$ cat src/rtl/biterror_monitor_if.sv
// -----------------------------------------------------------------------------
// biterror_monitor_if
//
// Purpose: bundles the bit-level monitor signals that run between the
// bit-timing unit / MAC and the biterror_monitor block.
//
// Signals (direction as seen by the monitor, i.e. the slave modport):
//   activ, sample, bitin, bitout, arbfield, ackslot, clr   : inputs
//   biterror, arblost, errcnt[CNT_W], err_sat, state_dbg[2] : outputs
//   errtotal[CNT_W]                                         : output, only
//                                                             with BITERR_STATS_EN
//
// Strobe semantics: there is no valid/ready pair here. "sample" is a one-cycle
// strobe; every cycle it is high while the monitor is in MONITOR is one
// compare event. The monitor never back-pressures.
//
// Optional feature macro: BITERR_STATS_EN (adds errtotal).
// -----------------------------------------------------------------------------
interface biterror_monitor_if #(
    parameter int CNT_W = 8
);
    logic             activ;
    logic             sample;
    logic             bitin;
    logic             bitout;
    logic             arbfield;
    logic             ackslot;
    logic             clr;
    logic             biterror;
    logic             arblost;
    logic [CNT_W-1:0] errcnt;
    logic             err_sat;
    logic [1:0]       state_dbg;
`ifdef BITERR_STATS_EN
    logic [CNT_W-1:0] errtotal;

    modport master (
        output activ, sample, bitin, bitout, arbfield, ackslot, clr,
        input  biterror, arblost, errcnt, err_sat, state_dbg, errtotal
    );

    modport slave (
        input  activ, sample, bitin, bitout, arbfield, ackslot, clr,
        output biterror, arblost, errcnt, err_sat, state_dbg, errtotal
    );
`else
    modport master (
        output activ, sample, bitin, bitout, arbfield, ackslot, clr,
        input  biterror, arblost, errcnt, err_sat, state_dbg
    );

    modport slave (
        input  activ, sample, bitin, bitout, arbfield, ackslot, clr,
        output biterror, arblost, errcnt, err_sat, state_dbg
    );
`endif
endinterface

$ cat src/rtl/biterror_monitor.sv
// -----------------------------------------------------------------------------
// biterror_monitor
//
// Purpose: CAN bit monitor. On each sample strobe while transmitting it
// compares the transmitted bit (bitout) with the sampled bus bit (bitin) and
// classifies the result as arbitration loss, valid ACK, bit error or correct
// bit. Bit errors are stretched to HOLD cycles, counted while consecutive
// (saturating), and flagged once the count reaches ERR_LIMIT.
//
// Ports:
//   clock  : system clock, rising edge
//   reset  : asynchronous active-low reset
//   bus    : biterror_monitor_if.slave (see interface header for signals)
//
// Parameters:
//   CNT_W     : width of errcnt (and errtotal)
//   ERR_LIMIT : errcnt value at/above which err_sat asserts
//   HOLD      : cycles biterror stays high per error (>= 1)
//
// Optional feature macro: BITERR_STATS_EN adds bus.errtotal, a saturating
// count of all bit errors since reset or clr.
//
// state_dbg encoding: 0 = IDLE, 1 = MONITOR, 2 = LOST.
// -----------------------------------------------------------------------------
module biterror_monitor #(
    parameter int CNT_W     = 8,
    parameter int ERR_LIMIT = 8,
    parameter int HOLD      = 1
) (
    input  logic                clock,
    input  logic                reset,
    biterror_monitor_if.slave   bus
);

    localparam int               HOLD_W   = (HOLD > 1) ? $clog2(HOLD) : 1;
    localparam logic [HOLD_W-1:0] HOLD_RLD = HOLD_W'(HOLD - 1);
    localparam logic [CNT_W-1:0]  CNT_MAX  = {CNT_W{1'b1}};
    localparam logic [CNT_W-1:0]  LIMIT    = CNT_W'(ERR_LIMIT);

    typedef enum logic [1:0] {
        ST_IDLE    = 2'd0,
        ST_MONITOR = 2'd1,
        ST_LOST    = 2'd2
    } state_t;

    state_t            state_q, state_d;
    logic              biterror_q, biterror_d;
    logic              arblost_q, arblost_d;
    logic [CNT_W-1:0]  errcnt_q, errcnt_d;
    logic              err_sat_q, err_sat_d;
    logic [HOLD_W-1:0] hold_q, hold_d;
`ifdef BITERR_STATS_EN
    logic [CNT_W-1:0]  errtotal_q, errtotal_d;
`endif

    // Compare-event classification
    logic compare;
    logic mism;
    logic arb_loss;
    logic ack_ok;
    logic bit_err;
    logic bit_ok;

    always_comb begin
        compare  = (state_q == ST_MONITOR) && bus.activ && bus.sample;
        mism     = (bus.bitin != bus.bitout);
        // Recessive sent, dominant seen: in the arbitration field another
        // node won, in the ACK slot a receiver acknowledged. arbfield wins
        // if both qualifiers are (illegally) set together.
        arb_loss = compare && bus.arbfield && bus.bitout && !bus.bitin;
        ack_ok   = compare && !bus.arbfield && bus.ackslot && bus.bitout && !bus.bitin;
        bit_err  = compare && mism && !arb_loss && !ack_ok;
        bit_ok   = compare && !mism;
    end

    // Next-state logic
    always_comb begin
        state_d    = state_q;
        biterror_d = biterror_q;
        arblost_d  = arblost_q;
        errcnt_d   = errcnt_q;
        hold_d     = hold_q;
`ifdef BITERR_STATS_EN
        errtotal_d = errtotal_q;
`endif

        // Error counters: consecutive count resets on any good outcome.
        if (bit_err) begin
            if (errcnt_q != CNT_MAX) begin
                errcnt_d = errcnt_q + CNT_W'(1);
            end
`ifdef BITERR_STATS_EN
            if (errtotal_q != CNT_MAX) begin
                errtotal_d = errtotal_q + CNT_W'(1);
            end
`endif
        end else if (ack_ok || bit_ok) begin
            errcnt_d = '0;
        end

        if (!bus.activ) begin
            // Leaving transmission drops frame-local state; counters persist.
            state_d    = ST_IDLE;
            arblost_d  = 1'b0;
            biterror_d = 1'b0;
            hold_d     = '0;
        end else begin
            case (state_q)
                ST_IDLE:    state_d = ST_MONITOR;
                ST_MONITOR: if (arb_loss) state_d = ST_LOST;
                ST_LOST:    state_d = ST_LOST;
                default:    state_d = ST_IDLE;
            endcase

            if (arb_loss) begin
                arblost_d = 1'b1;
            end

            // hold_q counts the remaining high cycles after the current one;
            // a new error reloads it so overlapping pulses merge.
            if (bit_err) begin
                biterror_d = 1'b1;
                hold_d     = HOLD_RLD;
            end else if (hold_q != '0) begin
                biterror_d = 1'b1;
                hold_d     = hold_q - HOLD_W'(1);
            end else begin
                biterror_d = 1'b0;
            end
        end

        // clr overrides everything, including a simultaneous compare event.
        if (bus.clr) begin
            state_d    = bus.activ ? ST_MONITOR : ST_IDLE;
            errcnt_d   = '0;
            arblost_d  = 1'b0;
            biterror_d = 1'b0;
            hold_d     = '0;
`ifdef BITERR_STATS_EN
            errtotal_d = '0;
`endif
        end

        // Registered from the next count so it moves on the same edge.
        err_sat_d = (errcnt_d >= LIMIT);
    end

    always_ff @(posedge clock or negedge reset) begin
        if (!reset) begin
            state_q    <= ST_IDLE;
            biterror_q <= 1'b0;
            arblost_q  <= 1'b0;
            errcnt_q   <= '0;
            err_sat_q  <= 1'b0;
            hold_q     <= '0;
`ifdef BITERR_STATS_EN
            errtotal_q <= '0;
`endif
        end else begin
            state_q    <= state_d;
            biterror_q <= biterror_d;
            arblost_q  <= arblost_d;
            errcnt_q   <= errcnt_d;
            err_sat_q  <= err_sat_d;
            hold_q     <= hold_d;
`ifdef BITERR_STATS_EN
            errtotal_q <= errtotal_d;
`endif
        end
    end

    assign bus.biterror  = biterror_q;
    assign bus.arblost   = arblost_q;
    assign bus.errcnt    = errcnt_q;
    assign bus.err_sat   = err_sat_q;
    assign bus.state_dbg = state_q;
`ifdef BITERR_STATS_EN
    assign bus.errtotal  = errtotal_q;
`endif

endmodule

$ cat src/flat_wrapper.sv
// flat-port wrapper written by rule: the top's interface ports become plain ports
module biterror_monitor_flat 
#(
    parameter int CNT_W     = 8,
    parameter int ERR_LIMIT = 8,
    parameter int HOLD      = 1
)
  (clock, reset, bus_activ, bus_sample, bus_bitin, bus_bitout, bus_arbfield, bus_ackslot, bus_clr, bus_biterror, bus_arblost, bus_errcnt, bus_err_sat, bus_state_dbg);
  biterror_monitor_if #(.CNT_W(CNT_W)) bus_i ();
  input  logic clock;
  input  logic reset;
  input wire logic [$bits(bus_i.activ)-1:0] bus_activ;
  input wire logic [$bits(bus_i.sample)-1:0] bus_sample;
  input wire logic [$bits(bus_i.bitin)-1:0] bus_bitin;
  input wire logic [$bits(bus_i.bitout)-1:0] bus_bitout;
  input wire logic [$bits(bus_i.arbfield)-1:0] bus_arbfield;
  input wire logic [$bits(bus_i.ackslot)-1:0] bus_ackslot;
  input wire logic [$bits(bus_i.clr)-1:0] bus_clr;
  output wire logic [$bits(bus_i.biterror)-1:0] bus_biterror;
  output wire logic [$bits(bus_i.arblost)-1:0] bus_arblost;
  output wire logic [$bits(bus_i.errcnt)-1:0] bus_errcnt;
  output wire logic [$bits(bus_i.err_sat)-1:0] bus_err_sat;
  output wire logic [$bits(bus_i.state_dbg)-1:0] bus_state_dbg;
  assign bus_i.activ = bus_activ;
  assign bus_i.sample = bus_sample;
  assign bus_i.bitin = bus_bitin;
  assign bus_i.bitout = bus_bitout;
  assign bus_i.arbfield = bus_arbfield;
  assign bus_i.ackslot = bus_ackslot;
  assign bus_i.clr = bus_clr;
  assign bus_biterror = bus_i.biterror;
  assign bus_arblost = bus_i.arblost;
  assign bus_errcnt = bus_i.errcnt;
  assign bus_err_sat = bus_i.err_sat;
  assign bus_state_dbg = bus_i.state_dbg;
  biterror_monitor #(.CNT_W(CNT_W), .ERR_LIMIT(ERR_LIMIT), .HOLD(HOLD)) u_core (.clock(clock), .reset(reset), .bus(bus_i));
endmodule
$ cat config.mk
export PLATFORM = sky130hd
export DESIGN_NAME = biterror_monitor_flat
export DESIGN_NICKNAME = d
export VERILOG_FILES = /design/src/rtl/biterror_monitor_if.sv /design/src/rtl/biterror_monitor.sv /design/src/flat_wrapper.sv
export SDC_FILE = /design/constraint.sdc
export NUM_CORES = 1
export LEC_CHECK = 0
export BUFFER_PORTS_ARGS = -buffer_cell sky130_fd_sc_hd__buf_2
export CELL_PAD_IN_SITES_DETAIL_PLACEMENT = 2
export CELL_PAD_IN_SITES_GLOBAL_PLACEMENT = 2
export CORE_ASPECT_RATIO = 1.2
export CORE_MARGIN = 4
export CORE_UTILIZATION = 32
export CTS_CLUSTER_SIZE = 28
export DETAILED_ROUTE_END_ITERATION = 12
export PLACE_DENSITY_LB_ADDON = 0.15
export SYNTH_ARGS = -nofsm -noshare
export SYNTH_HDL_FRONTEND = slang
export SYNTH_SLANG_ARGS = --single-unit
$ cat constraint.sdc
create_clock -name clock -period 2.8 [get_ports clock]
set_input_delay 0.28 -clock clock [delete_from_list [all_inputs] [get_ports clock]]
set_output_delay 0.28 -clock clock [all_outputs]
set_load 0.02 [all_outputs]
==> flow_summary.ini, run 1 <==
[global_route]
gr-total-overflow = 0
grt_util_met3_pct = 2.15
number_of_antenna_violations_at_the_first_check_in_global_routing = 0
grt_start_max_net_pins = 14
grt.busiest_layer = met2
grt_first_pass_wirelength_mm = 3.89
groute.layer.met2.usage_pct = 28.2
grt_use_met1_pct = 16.7
first_global_vias = 876
gr-usage-all-layers_pct = 15.9

[pwr]
max-vdd-ir-drop_v = 0.000278
pwr_cell_area_mw_per_mm2 = 409
leakagePower_uw = 0.000459
totalPowerFinal_uw = 395

[clocking]
cts_resized = 0
clock-root-buffer = clkbuf_4
clock_path_buffers = 2
htreeDepth = 1
tritoncts_num_sinks = 13
worstSkewPairLatency_ps = 290
numCtsBuffers = 3
tritoncts = built
cts.clk_slew.worst_paths_ps = 80

[sta]
timing.final.crit_share_pct = 76.4
rsz_0062_raised_after_global_routing = false
final-max-slew-violation-count = 0
holdWs_ps = 246
final-hold-violation-count = 0
clock-skew-final_ps = 8.13
final.min_clock_period_ps = 2140
layout_setup_ws_ps = 662
worstMarginPinSlew_ps = 341
final.setup.tns_ps = 0
timing.slew.headroom_pct = 77.1
fmax_mhz = 468
report.final.setup_viol = 0

[synthesis]
syn-instance-count = 83
synth.yosys.seq_area_share_pct = 41.3
yosys.cell_types.count = 35
post_synth.cell_area_avg_um2 = 9.48
synth.largest_area_cell = dfrtp_1
netlist_top_cells_area = dfrtp_1 (41%), nor2_1 (6.2%), ha_1 (4.8%), a21oi_1 (4.5%), nand2_1 (2.9%)
synth-async-reset-ratio_pct = 100
yosys_register_bits = 13
post_synth_design_cell_area_um2 = 787
synth-edff-count = 0
yosysTopAreaCellShare_pct = 41.3
yosys_warnings = 0
synth_nets = 95
synth_flop_cell = dfrtp_1

[setup_path]
depth_of_the_critical_timing_path_with_buffers_and_inverters_included = 8
regToRegStartpoint = u_core.bus.state_dbg[1]
worstRegToRegCells = 8
rrSetupSlack_ps = 660
destination_of_the_worst_register_to_register_timing_path = u_core.bus.err_sat
worst-path-max-fanout = 9
critical_path_source = u_core.bus.state_dbg[1]
timing.critical_path.arrival_ps = 2300
timing.critical_path.slowest_stage_cell = or4_1
critPathCapture = u_core.bus.err_sat
timing.critical_path.to_type = register
worst_path_dominant_cell_family = simple AND/OR/NAND/NOR gates
startpoint_type = register
crit_chain = inv_1 -> ha_1 -> nand3_2 -> a21oi_4 -> nand3_1 -> o211ai_2 -> a21oi_1 -> or4_1
required_ps = 2960
cp.buffers_inverters = 1
longest_individual_stage_delay_on_the_worst_path_ps = 470
setup.worst_path.class = register to register

[placed_design]
placement.io_buffers = 21
dp.cells = 135
place_congestion = 0.839
dp_hpwl_mm = 1.85
place_ws_ps = 650

[floorplan]
placementRows = 19
fp.dieArea_mm2 = 0.00332
starting_density_of_the_core_pct = 33.8
dieWidth_um = 53.3
fp.dieH_um = 62.3
core_region_area_mm2 = 0.00233
pin_count = 22

[detailed_routing]
first_pass_iters = 3
drcViolationCount = 0
drt-initial-drc-count = 4
via_per_inst = 5.43
vias = 760
route.detailed.wl_per_inst_um = 16.1
drt-total-wl_mm = 2.25
postRouteAntennaNets = 0

[run_status]
outcome = complete, no violations

[final_layout]
layout-drive-gt1-share_pct = 36.7
design.final.nets = 122
final_cell_count_no_fill = 140
antenna_cells_inserted = 0
synthToLayoutAreaGrowth_pct = 22.9

[flow_run]
timing.max_cap.violations = 0

[hold_path]
hold_class = input port to register
## synth_stat cells (2+ instances only)
cell and n:
a211oi_1 2, a21o_2 2, a21oi_1 7, a311oi_1 2, and3_2 2, dfrtp_1 13, ha_1 3, inv_1 3
nand2_1 6, nand3_1 4, nand4_1 2, nor2_1 13, or2_2 2
## registers in the layout, summed over array words and instances, names as in the netlist
name,count
u_core.bus.err_sat,1
u_core.bus.state_dbg,2
u_core.bus.biterror,1
u_core.bus.arblost,1
u_core.bus.errcnt,8
## stage by stage
| step | instance area [um^2] | utilization [%] |
|---|---|---|
| CTS | 967 | 41.5 |
| detailed placement | 931 | 40.0 |
| global route | 967 | 41.5 |
| floorplan | 787 | - |
| finish | 967 | 41.5 |
| global placement | 931 | 40.0 |
## logic make-up after synthesis
family | share of synthesized area (%)
buffers and inverters | 1.43
adder cells (fa/ha/maj) | 4.77
flip-flops | 41.3
AO/OA/AOI/OAI | 22.6
AND/OR/NAND/NOR | 29.9
## what timing repair did
action,CTS,global route
hold buffers,1,0
buffers inserted,0,0
hold endpoints to repair,13,0
## cell type report
class	instances	area, um^2
Clock buffer	4	26.3
Tap cell	31	38.8
Multi-Input combinational cell	67	450
Sequential cell	13	325
Timing Repair Buffer	22	115
Fill cell	303	1360
Inverter	3	11.3
## placed cells by master, fill, tap and decap left out, drive strengths merged, types with 2 or more instances in the layout
| master | n |
|---|---|
| a21oi | 8 |
| or2 | 2 |
| nand2 | 7 |
| nor2 | 13 |
| nand3 | 5 |
| and2b | 2 |
| a311oi | 2 |
| a211oi | 3 |
| ha | 3 |
| inv | 3 |
| buf | 21 |
| a21o | 2 |
| o21ai | 2 |
| clkbuf | 4 |
| dfrtp | 13 |
| and3 | 2 |
| nand4 | 2 |
## report_power, final
part	internal (uW)	total (uW)	switching [uW]
clock	55.4	127	71.8
combinational	27.7	70.5	42.8
sequential	193	197	4.17
## metal layers
layer,vias to the layer above,share of wire [%]
li1,356,-
met1,381,37
met2,16,57
met3,7,2.5
met4,0,2.9
met5,-,0
## worst min path at each step
stage / from / end / cells after the start
floorplan: reset / u_core.bus.arblost / 0
global placement: reset / u_core.bus.errcnt[4] / 1
detailed placement: reset / u_core.bus.errcnt[7] / 1
CTS: bus_activ / u_core.bus.state_dbg[0] / 2
global route: bus_activ / u_core.bus.state_dbg[0] / 2
finish: bus_clr / u_core.bus.errcnt[0] / 2
(Power assumes the default switching activity.)
==> run 2: changes to the inputs <==
--- a/config.mk
+++ b/config.mk
@@ -10,7 +10,7 @@
 export CELL_PAD_IN_SITES_GLOBAL_PLACEMENT = 2
 export CORE_ASPECT_RATIO = 1.2
 export CORE_MARGIN = 4
-export CORE_UTILIZATION = 32
+export CORE_UTILIZATION = 30
 export CTS_CLUSTER_SIZE = 28
 export DETAILED_ROUTE_END_ITERATION = 12
 export PLACE_DENSITY_LB_ADDON = 0.15
==> constraint.sdc (replaced) <==
create_clock -name clock -period 2.1 [get_ports clock]
set_input_delay 0.21 -clock clock [delete_from_list [all_inputs] [get_ports clock]]
set_output_delay 0.21 -clock clock [all_outputs]
set_load 0.02 [all_outputs]
==> flow_summary.ini, run 2 (synthesized netlist as in run 1, its figures left out) <==
[placed_design]
dp_hpwl_mm = 2.03
place_congestion = 0.832
placement.io_buffers = 21

[clocking]
cts_setup_buffers = 0
tritoncts = built
htreeDepth = 1
worstSkewPairLatency_ps = 280
clock-root-buffer = clkbuf_4
clock_path_buffers = 2
numCtsBuffers = 3
cts.clk_slew.worst_paths_ps = 80
tritoncts_num_sinks = 13

[setup_path]
startpoint_type = register
required_ps = 2250
timing.critical_path.arrival_ps = 2140
setup.worst_path.class = register to register
timing.critical_path.to_type = register
rrSetupSlack_ps = 110
worst-path-max-fanout = 4

[final_layout]
most-common-layout-cells = buf_2 (21), nor2_1 (13), dfrtp_1 (13), a21oi_1 (7), nand2_1 (6)
antenna_cells_inserted = 0
layout-drive-gt1-share_pct = 43.0
largest_register_ffs = 8
layout.cells.most_common = buf_2
layout.filler_cells = 290
design.final.nets = 127
synthToLayoutAreaGrowth_pct = 33.4

[detailed_routing]
drt-total-wl_mm = 2.52
postRouteAntennaNets = 0
vias = 762
via_per_inst = 5.18
first_pass_iters = 3
drcViolationCount = 0
drt-initial-drc-count = 6
route.detailed.wl_per_inst_um = 17.1

[floorplan]
placementRows = 20
fp.dieArea_mm2 = 0.00351
core_region_area_mm2 = 0.00253
fp.dieH_um = 64.1
starting_density_of_the_core_pct = 31.1
dieWidth_um = 54.8
pin_count = 22

[global_route]
gr-usage-all-layers_pct = 16.5
number_of_antenna_violations_at_the_first_check_in_global_routing = 0
grt_first_pass_wirelength_mm = 4.14
first_global_vias = 873
gr-total-overflow = 0
grt_start_max_net_pins = 14

[sta]
final-hold-violation-count = 0
worstMarginPinSlew_ps = 320
rsz_0062_raised_after_global_routing = false
clock-skew-final_ps = 5.94
final.min_clock_period_ps = 1990
timing.slew.headroom_pct = 78.7
fmax_mhz = 502
timing.final.crit_share_pct = 94.9
final-max-slew-violation-count = 0
report.final.setup_viol = 0
final.setup.tns_ps = 0

[pwr]
leakagePower_uw = 0.000488
max-vdd-ir-drop_v = 0.000302
totalPowerFinal_uw = 529
pwr_cell_area_mw_per_mm2 = 504

[flow_run]
timing.max_cap.violations = 0

[run_status]
outcome = complete, no violations

[hold_path]
hold_class = input port to register
==> run 2: changes by cell type in the layout (fill, tap and decap cells not counted), sizes merged <==
cell / delta
buf: +5
==> run 2: critical path: stages, from the launching register on <==
cell	delay, ps
dfrtp_1	390
ha_1	230
and3_2	250
nand2_2	130
and3_4	220
a211oi_1	90
o21bai_1	160
or4_1	390
==> run 2: cell type report <==
cell class	count	area (um^2)	area share [%]
inverters	3	11.3	1.07
flip-flops and latches	13	325	31.0
clock buffers	4	26.3	2.50
well taps	33	41.3	3.93
multi-input cells	67	493	47.0
repair buffers	27	153	14.5
==> run 2: report_power, final <==
group	internal [uW]	switching (uW)	leakage, uW
registers	258	6.00	0.000179
clock network	73.6	83.8	0.0000150
logic	43.9	63.8	0.000294
total	375	154	0.000488
==> run 2: layer usage <==
metal	share of wire [%]	GRT usage (%)
met4	0.60	3.74
met3	2.9	4.20
met2	59	30.9
met5	0	0
met1	37	17.3
==> run 2: worst paths after layout <==
| kind | cells past startpoint | to | start |
|---|---|---|---|
| worst max-delay path | 7 | u_core.bus.err_sat | u_core.bus.errcnt[0] |
| worst min-delay path | 2 | u_core.bus.state_dbg[0] | bus_activ |
| worst max register to register | 7 | u_core.bus.err_sat | u_core.bus.errcnt[0] |
| worst min register to register | 2 | u_core.bus.arblost | u_core.bus.arblost |
| max in group asynchronous | 2 | u_core.bus.errcnt[3] | reset |
| min in group asynchronous | 2 | u_core.bus.errcnt[0] | reset |
==> run 2: stage by stage <==
step / cells / utilization [%] / cell area [um^2] / hold slack (ps) / setup slack, ps
2_1_floorplan: 83 / - / 787 / -85.6 / 79.0
3_3_place_gp: 142 / 38.4 / 971 / 120 / 75.0
3_5_place_dp: 142 / 38.4 / 971 / 124 / 0.467
4_1_cts: 147 / 40.0 / 1010 / 179 / 15.3
5_1_grt: 147 / 41.5 / 1050 / 201 / 0.570
6_report: 147 / 41.5 / 1050 / 199 / 107
==> run 2: timing repair <==
action	in CTS	in global routing
pin swaps	0	1
cloned	0	0
hold buffers	1	0
endpoints found under the setup margin	1	2
endpoints found under the hold margin	13	0
resized for setup	1	7
==> run 3: changes to the inputs <==
--- a/config.mk
+++ b/config.mk
@@ -9,7 +9,6 @@
 export CELL_PAD_IN_SITES_DETAIL_PLACEMENT = 2
 export CELL_PAD_IN_SITES_GLOBAL_PLACEMENT = 2
 export CORE_ASPECT_RATIO = 1.2
-export CORE_MARGIN = 4
 export CORE_UTILIZATION = 30
 export CTS_CLUSTER_SIZE = 28
 export DETAILED_ROUTE_END_ITERATION = 12
==> flow_summary.ini, run 3 (synthesized netlist as in run 1, its figures left out) <==
[sta]
worstMarginPinSlew_ps = 342
fmax_mhz = 494
timing.slew.headroom_pct = 77.1
report.final.setup_viol = 0
clock-skew-final_ps = 4.07
final.min_clock_period_ps = 2020
final.setup.tns_ps = 0
final-hold-violation-count = 0
timing.final.crit_share_pct = 96.4
layout_setup_ws_ps = 76.6
holdWs_ps = 169
final-max-slew-violation-count = 0

[pwr]
pwr_cell_area_mw_per_mm2 = 510
leakagePower_uw = 0.000497
max-vdd-ir-drop_v = 0.000255

[final_layout]
final_cell_count_no_fill = 147
layout.cells.most_common = buf_2
synthToLayoutAreaGrowth_pct = 35.8
antenna_cells_inserted = 0
most-common-layout-cells = buf_2 (21), nor2_1 (13), dfrtp_1 (13), a21oi_1 (7), buf_4 (7)
largest_register_ffs = 8
layout-drive-gt1-share_pct = 44.0
design.final.nets = 129

[global_route]
grt_start_max_net_pins = 14
first_global_vias = 896
gr-total-overflow = 0
number_of_antenna_violations_at_the_first_check_in_global_routing = 0
gr-usage-all-layers_pct = 19.5
grt_first_pass_wirelength_mm = 4.14

[clocking]
clock_path_buffers = 2
worstSkewPairLatency_ps = 290
numCtsBuffers = 3
clock-root-buffer = clkbuf_4
tritoncts_num_sinks = 13
cts.clk_slew.worst_paths_ps = 90
tritoncts = built
htreeDepth = 1

[detailed_routing]
drcViolationCount = 0
postRouteAntennaNets = 0
drt-initial-drc-count = 6
via_per_inst = 5.27
drt-total-wl_mm = 2.52
first_pass_iters = 3
route.detailed.wl_per_inst_um = 17.2
vias = 774

[flow_run]
timing.max_cap.violations = 0

[setup_path]
worst-path-max-fanout = 7
longest_individual_stage_delay_on_the_worst_path_ps = 530
timing.critical_path.arrival_ps = 2190
required_ps = 2260
crit_chain = inv_2 -> ha_4 -> nand3_4 -> a21oi_4 -> and3_4 -> a311oi_1 -> or4_1
timing.critical_path.to_type = register
startpoint_type = register
worst_path_dominant_cell_family = simple AND/OR/NAND/NOR gates
setup.worst_path.class = register to register
timing.critical_path.slowest_stage_cell = or4_1
cp.buffers_inverters = 1

[floorplan]
fp.dieArea_mm2 = 0.00283
pin_count = 22
dieWidth_um = 48.8
core_region_area_mm2 = 0.00238
fp.dieH_um = 58.1
placementRows = 19
starting_density_of_the_core_pct = 33.1

[placed_design]
place_ws_ps = -21.1
dp.cells = 141
placement.io_buffers = 21
place_congestion = 0.843
dp_hpwl_mm = 1.96

[hold_path]
hold_class = input port to register

[run_status]
outcome = complete, no violations
-- run 3: cell count changes in the layout (fill, tap and decap cells not counted) --
cell      change
a211oi_2      -1
a211oi_4      +1
a311oi_1      +1
a311oi_2      -1
buf_4         +2
nand3_1       -1
nand3_2       +1
-- run 3: final timing paths --
kind,cells past startpoint,start,end,slack (ps)
worst max register to register,7,u_core.bus.state_dbg[1],u_core.bus.err_sat,80
worst min-delay path,2,bus_clr,u_core.bus.errcnt[0],170
worst max-delay path,7,u_core.bus.state_dbg[1],u_core.bus.err_sat,80
min in group asynchronous,2,reset,u_core.bus.errcnt[7],350
max in group asynchronous,2,reset,u_core.bus.errcnt[0],1510
worst min register to register,2,u_core.bus.arblost,u_core.bus.arblost,520
-- run 3: routing by layer --
metal	wire length, um	track usage (%)	up-vias
met2	1490	40.9	16
met1	931	18.6	383
li1	-	-	368
met4	56	7.98	0
met3	51	2.36	7
met5	0	0	-
-- run 3: final cells by class --
| class | count | area, um^2 |
|---|---|---|
| tap | 31 | 38.8 |
| fill | 279 | 1310 |
| inverter | 3 | 11.3 |
| clock buffer | 4 | 26.3 |
| sequential | 13 | 325 |
| timing repair buffer | 29 | 168 |
| multi-input combinational | 67 | 499 |
-- run 3: where the power goes --
group	total (uW)	switching (uW)	internal, uW
Sequential	264	5.97	258
Clock	171	96.7	73.8
Combinational	110	65.9	44.5
-- run 3: timing repair --
action	4_1_cts	5_1_grt
hold endpoints to repair	13	0
pin swaps	0	1
setup buffers	0	1
setup endpoints to repair	1	2
hold buffers	1	0
resized for setup	1	8
cloned	0	0
-- run 3: metrics by stage --
| stage | cell area (um^2) | power (uW) | util (%) |
|---|---|---|---|
| 6_report | 1070 | 545 | 44.9 |
| 5_1_grt | 1070 | 570 | 44.9 |
| 4_1_cts | 1020 | 534 | 42.8 |
| 3_5_place_dp | 976 | 367 | 41.1 |
| 3_3_place_gp | 976 | 364 | 41.1 |
| 2_1_floorplan | 787 | 323 | - |
